==> src/rtl/rv_mc_core_ctrl.sv <==
// Multi-cycle sequencer for the RV32I core: owns PC/IR/load-data registers
// and drives one shared instruction/data bus with wait states and timeout.
module rv_mc_core_ctrl #(
  parameter int                    ADDR_WIDTH     = 32,
  parameter int                    DATA_WIDTH     = 32,
  parameter logic [ADDR_WIDTH-1:0] RESET_PC       = '0,
  parameter int                    TIMEOUT_CYCLES = 255,
  parameter int                    CNT_WIDTH      = 32
) (
  input  logic                  clk,
  input  logic                  rst,
  output logic                  bus_req,
  output logic                  bus_we,
  output logic [ADDR_WIDTH-1:0] bus_addr,
  output logic [DATA_WIDTH-1:0] bus_wdata,
  input  logic                  bus_ack,
  input  logic [DATA_WIDTH-1:0] bus_rdata,
  input  logic [ADDR_WIDTH-1:0] alu_result,
  input  logic [DATA_WIDTH-1:0] store_data,
  input  logic [ADDR_WIDTH-1:0] nextpc,
  input  logic                  dbg_halt_req,
  output logic [ADDR_WIDTH-1:0] pc,
  output logic [DATA_WIDTH-1:0] ir,
  output logic [DATA_WIDTH-1:0] ld_data,
  output logic                  reg_write_en,
  output logic [2:0]            state,
  output logic [CNT_WIDTH-1:0]  instret,
  output logic                  halted,
  output logic                  trap
);

  localparam int TW = $clog2(TIMEOUT_CYCLES + 1);

  localparam logic [6:0] OP_LOAD   = 7'b0000011;
  localparam logic [6:0] OP_STORE  = 7'b0100011;
  localparam logic [6:0] OP_LUI    = 7'b0110111;
  localparam logic [6:0] OP_AUIPC  = 7'b0010111;
  localparam logic [6:0] OP_JAL    = 7'b1101111;
  localparam logic [6:0] OP_JALR   = 7'b1100111;
  localparam logic [6:0] OP_BRANCH = 7'b1100011;
  localparam logic [6:0] OP_IMM    = 7'b0010011;
  localparam logic [6:0] OP_REG    = 7'b0110011;

  localparam logic [DATA_WIDTH-1:0] EBREAK = DATA_WIDTH'(32'h0010_0073);

  typedef enum logic [2:0] {
    S_FETCH  = 3'd0,
    S_DECODE = 3'd1,
    S_EXEC   = 3'd2,
    S_MEM    = 3'd3,
    S_WB     = 3'd4,
    S_HALT   = 3'd5,
    S_TRAP   = 3'd6
  } state_t;

  state_t                r_state;
  state_t                w_next;
  logic [ADDR_WIDTH-1:0] r_pc;
  logic [DATA_WIDTH-1:0] r_ir;
  logic [DATA_WIDTH-1:0] r_ld;
  logic [CNT_WIDTH-1:0]  r_instret;
  logic [TW-1:0]         r_tmo;

  logic [6:0] w_op;
  logic       w_is_store;
  logic       w_is_mem;
  logic       w_is_alu;
  logic       w_misalign;
  logic       w_tmo_hit;
  logic       w_req_st;
  logic       w_ld_ir;
  logic       w_ld_data;
  logic       w_retire;

  assign w_op       = r_ir[6:0];
  assign w_is_store = (w_op == OP_STORE);
  assign w_is_mem   = (w_op == OP_LOAD) || w_is_store;
  assign w_is_alu   = w_op inside {OP_LUI, OP_AUIPC, OP_JAL,
                                   OP_JALR, OP_BRANCH, OP_IMM,
                                   OP_REG};
  assign w_misalign = (r_pc[1:0] != 2'b00);
  assign w_tmo_hit  = (r_tmo == TW'(TIMEOUT_CYCLES - 1));
  assign w_req_st   = ((r_state == S_FETCH) && !w_misalign) ||
                      (r_state == S_MEM);

  always_comb begin
    w_next    = r_state;
    w_ld_ir   = 1'b0;
    w_ld_data = 1'b0;
    w_retire  = 1'b0;
    unique case (r_state)
      S_FETCH: begin
        if (w_misalign) begin
          w_next = S_TRAP;
        end else if (bus_ack) begin
          w_next  = S_DECODE;
          w_ld_ir = 1'b1;
        end else if (w_tmo_hit) begin
          w_next = S_TRAP;
        end
      end
      S_DECODE: w_next = S_EXEC;
      S_EXEC: begin
        if (r_ir == EBREAK)
          w_next = S_HALT;
        else if (w_is_mem)
          w_next = S_MEM;
        else if (w_is_alu)
          w_next = S_WB;
        else
          w_next = S_TRAP;
      end
      S_MEM: begin
        if (bus_ack) begin
          if (w_is_store) begin
            w_retire = 1'b1;
            w_next   = dbg_halt_req ? S_HALT : S_FETCH;
          end else begin
            w_ld_data = 1'b1;
            w_next    = S_WB;
          end
        end else if (w_tmo_hit) begin
          w_next = S_TRAP;
        end
      end
      S_WB: begin
        w_retire = 1'b1;
        w_next   = dbg_halt_req ? S_HALT : S_FETCH;
      end
      S_HALT: begin
        if (!dbg_halt_req)
          w_next = S_FETCH;
      end
      S_TRAP:  w_next = S_TRAP;
      default: w_next = S_TRAP;
    endcase
  end

  always_ff @(posedge clk or posedge rst) begin
    if (rst) begin
      r_state   <= S_FETCH;
      r_pc      <= RESET_PC;
      r_ir      <= '0;
      r_ld      <= '0;
      r_instret <= '0;
      r_tmo     <= '0;
    end else begin
      r_state <= w_next;
      if (w_ld_ir)
        r_ir <= bus_rdata;
      if (w_ld_data)
        r_ld <= bus_rdata;
      if (w_retire) begin
        r_pc      <= nextpc;
        r_instret <= r_instret + CNT_WIDTH'(1);
      end
      // Counter only survives a cycle that stays in the same waiting state
      if (w_req_st && !bus_ack && (w_next == r_state))
        r_tmo <= r_tmo + TW'(1);
      else
        r_tmo <= '0;
    end
  end

  assign bus_req      = !rst && w_req_st;
  assign bus_we       = (r_state == S_MEM) && w_is_store;
  assign bus_addr     = (r_state == S_MEM) ? alu_result : r_pc;
  assign bus_wdata    = bus_we ? store_data : '0;
  assign reg_write_en = !rst && (r_state == S_WB) &&
                        (w_op != OP_BRANCH);
  assign halted       = !rst && (r_state == S_HALT);
  assign trap         = !rst && (r_state == S_TRAP);
  assign state        = r_state;
  assign pc           = r_pc;
  assign ir           = r_ir;
  assign ld_data      = r_ld;
  assign instret      = r_instret;

endmodule

==> config.mk <==
export PLATFORM = sky130hd
export DESIGN_NAME = rv_mc_core_ctrl
export DESIGN_NICKNAME = d
export VERILOG_FILES = /design/src/rtl/rv_mc_core_ctrl.sv
export SDC_FILE = /design/constraint.sdc
export NUM_CORES = 1
export LEC_CHECK = 0
export ABC_CLOCK_PERIOD_IN_PS = 11350
export CORE_MARGIN = 2
export CORE_UTILIZATION = 42
export DETAILED_ROUTE_END_ITERATION = 7
export PLACE_DENSITY = 0.92
export SYNTH_ARGS = -nofsm -noshare
export SYNTH_HDL_FRONTEND = slang
export SYNTH_SLANG_ARGS = --single-unit
==> constraint.sdc <==
create_clock -name clk -period 11.35 [get_ports clk]
set_input_delay 2.8375 -clock clk [delete_from_list [all_inputs] [get_ports clk]]
set_output_delay 2.8375 -clock clk [all_outputs]
set_load 0.01 [all_outputs]
==> run summary <==
status -> completed
Post-synth top flop -> dfrtp_1
worst hold path type -> reg -> reg
Syn Area/Cell -> 13.15 um2
adder-cell share of the synthesized area -> 0.5804%
Nets -> 956
GP Congestion -> 0.8170
post-CTS sizing -> 0
first-pass GRT wire length -> 28700 um
largest net degree at the start of global routing -> 80
DIE AREA -> 16410 um2
Seq/Total Area, Yosys -> 53.78%
min Tclk post-route -> 7.166 ns
number of enable flip-flop cells after synthesis -> 0
Post-CTS Setup Bufs -> 0
Vias -> 5232
worst reg2reg path depth -> 6
Worst EP arrival -> 4.33 ns
Die Ht -> 128.1 um
pwr dens -> 145.5 nW/um2
GR Overflow Total -> 0
critical setup path kind -> in -> out
mux cell area share after synthesis -> 22.63%
peak supply drop -> 0.1067 mV
Clk pwr share -> 35.6%
CP endpoint kind -> primary output
R2R Path Start -> ir[2]
die width -> 128.1 um
Seq pwr share -> 39.1%
Yosys cell types -> 52
Detailed Place HPWL -> 14220 um
count of endpoints failing setup in the final report -> 0
CORE AREA -> 15150 um2
hold_buf cts -> 0
Tcrit/Tclk final -> 63.14%
Synth Area in Compound Gates -> 2.283%
CP required -> 8.51 ns
area grow syn2layout -> 62.80%
CTS sink cnt -> 139
Worst slew margin -> 21.83%
Pint -> 0.001117 W
Wirelength per Cell -> 18.31 um
Initial Util -> 42.70%
Final ANT Viol Nets -> 0
Worst Path Max Fanout -> 5
CTS root buffer -> clkbuf_16
Max-cap violations -> 0
xor-xnor portion of the synthesized cell area -> 5.011%
layout cells sized above 1 -> 16.43%
Sw Pwr -> 0.0004154 W
clock transition at the registers of the reported paths -> 0.07 ns
Hold Crit Depth -> 1
number of placement rows -> 45
Worst Setup Slack, final -> 4.184 ns
Worst Tran Pin Value -> 1.170 ns
Worst Hold Path EP -> instret[31]
final wirelength -> 18750 um
Setup TNS -> 0 ns
H-tree level count -> 4
Pre-antenna DRT Iters -> 4
initial antenna violation count -> 2
Synth Cell Area -> 6467 um2
RSZ-0062 raised after global routing -> no
Post-Synthesis Cells -> 492
Peak Freq -> 139.5 MHz
DR vias/cell -> 5.109
Slew Viols, Final -> 0
Worst-Skew Late Latency -> 0.42 ns
GRT Util Overall -> 22.82%
clk buf depth -> 2
CP startpoint kind -> primary input
largest family of logic cells by synthesized area -> multiplexers
Ys Warns -> 0
CTS tree -> done
Final Hold Viols -> 0
Detailed Route Iter0 Violations -> 265
Top-Level Pins -> 332
TritonCTS Buffers -> 17
vias in the first global route -> 5255
Net Count, Synth -> 627
switching share of power -> 27.11%
post-place setup slack -> 4.190 ns
combinational share of power -> 25.3%
hold_sp -> instret[31]
number of synthesized register bits -> 139
Buffers on Ports -> 331
ys async rst share -> 100.0%
R2R Path End -> instret[29]
clk_skew -> 0.01252 ns
R2R setup slack -> 8.82 ns
post-synthesis simple-gate area fraction -> 13.52%
Lkg Pwr -> 4.611 nW
drc violations -> 0
kinds of logic after synthesis:
family                     count (synthesis)
AOI/OAI and AO/OA                         19
xor gates and xnor gates                  37
adders and majority gates                  3
buffers and inverters                     26
DFF                                      139
muxes                                    130
and+or+nand+nor                          138
power by group through the flow:
stage | clock (W) | combinational (W) | sequential [W]
floorplan | 0 | 0.000110 | 0.000621
global placement | 0 | 0.000382 | 0.000603
detailed placement | 0 | 0.000390 | 0.000607
CTS | 0.000553 | 0.000393 | 0.000599
global route | 0.000580 | 0.000410 | 0.000607
finish | 0.000545 | 0.000388 | 0.000599
critical path, cell delays in order:
cell and delay, ns:
clkdlybuf4s50_1 0.54, a2111oi_0 0.34, clkdlybuf4s50_1 0.61
state kept, by name, indices dropped and copies added, names as in the netlist:
signal / flops
state: 3
r_tmo: 8
ir: 32
instret: 32
pc: 32
ld_data: 32
cell usage in the layout, fill, tap and decap left out, drive strengths merged, types with 2 or more instances in the layout:
cell type,n
nor4b,3
a21o,2
nor3,6
dfrtp,139
diode,2
nor2,18
xor2,14
nand2,20
clkinv,5
o2bb2ai,2
o21ai,3
nor3b,4
and4b,2
clkdlybuf4s50,331
buf,3
nand3,16
nand4,7
clkbuf,18
mux2,130
ha,3
inv,9
nand2b,3
nor2b,2
nor4,4
o21a,2
and4,8
xnor2,23
or4,4
and2,36
synthesized netlist by cell type, drive strengths merged (4+ instances only):
cell type | count | area share (%)
xor2 | 14 | 1.9
nand4 | 7 | 0.68
nor2 | 18 | 1.4
or4 | 4 | 0.58
buf | 16 | 1.6
mux2 | 130 | 23
and4 | 8 | 1.1
and2 | 36 | 3.5
nand3 | 16 | 1.2
nor4 | 4 | 0.62
dfrtp | 139 | 54
clkbuf | 8 | 0.46
xnor2 | 23 | 3.1
nor3 | 6 | 0.54
nand2 | 20 | 1.2
nor3b | 4 | 0.72
cell type report:
| class | count | area (um2) |
|---|---|---|
| clock inverters | 14 | 150.1 |
| multi-input cells | 327 | 2873 |
| clock buffers | 18 | 439.2 |
| well taps | 188 | 235.2 |
| fillers | 1074 | 4617 |
| flip-flops and latches | 139 | 3478 |
| repair buffers | 334 | 3336 |
| diodes | 2 | 5.005 |
| inverters | 2 | 12.51 |
routing by layer:
layer	global-route usage (%)	vias up	share of wire [%]	wire length, um
met3	6.594	25	6.7	1250
met4	8.727	0	1.8	332
met2	42.03	203	54	10220
met1	24.73	2596	37	6950
met5	0	-	0	0
li1	-	2408	-	-
worst max-delay path by stage:
stage | from | to | depth (start not counted)
finish | rst | reg_write_en | 3
global route | rst | reg_write_en | 3
CTS | rst | reg_write_en | 3
detailed placement | rst | reg_write_en | 3
global placement | rst | reg_write_en | 3
floorplan | rst | instret[0] | 1
through the flow:
| step | hold slack [ns] | instance area (um2) | util, % | power [W] | instances |
|---|---|---|---|---|---|
| after floorplan | 0.4897 | 6467 | - | 0.0007318 | 492 |
| after global placement | 0.4621 | 9935 | 65.59 | 0.0009855 | 990 |
| after detailed placement | 0.4659 | 9935 | 65.59 | 0.0009969 | 990 |
| after CTS | 0.4767 | 10520 | 69.48 | 0.001545 | 1022 |
| after global routing | 0.5058 | 10530 | 69.52 | 0.001597 | 1024 |
| final | 0.4721 | 10530 | 69.52 | 0.001532 | 1024 |
No activity file was read; power rests on OpenSTA's default activity.
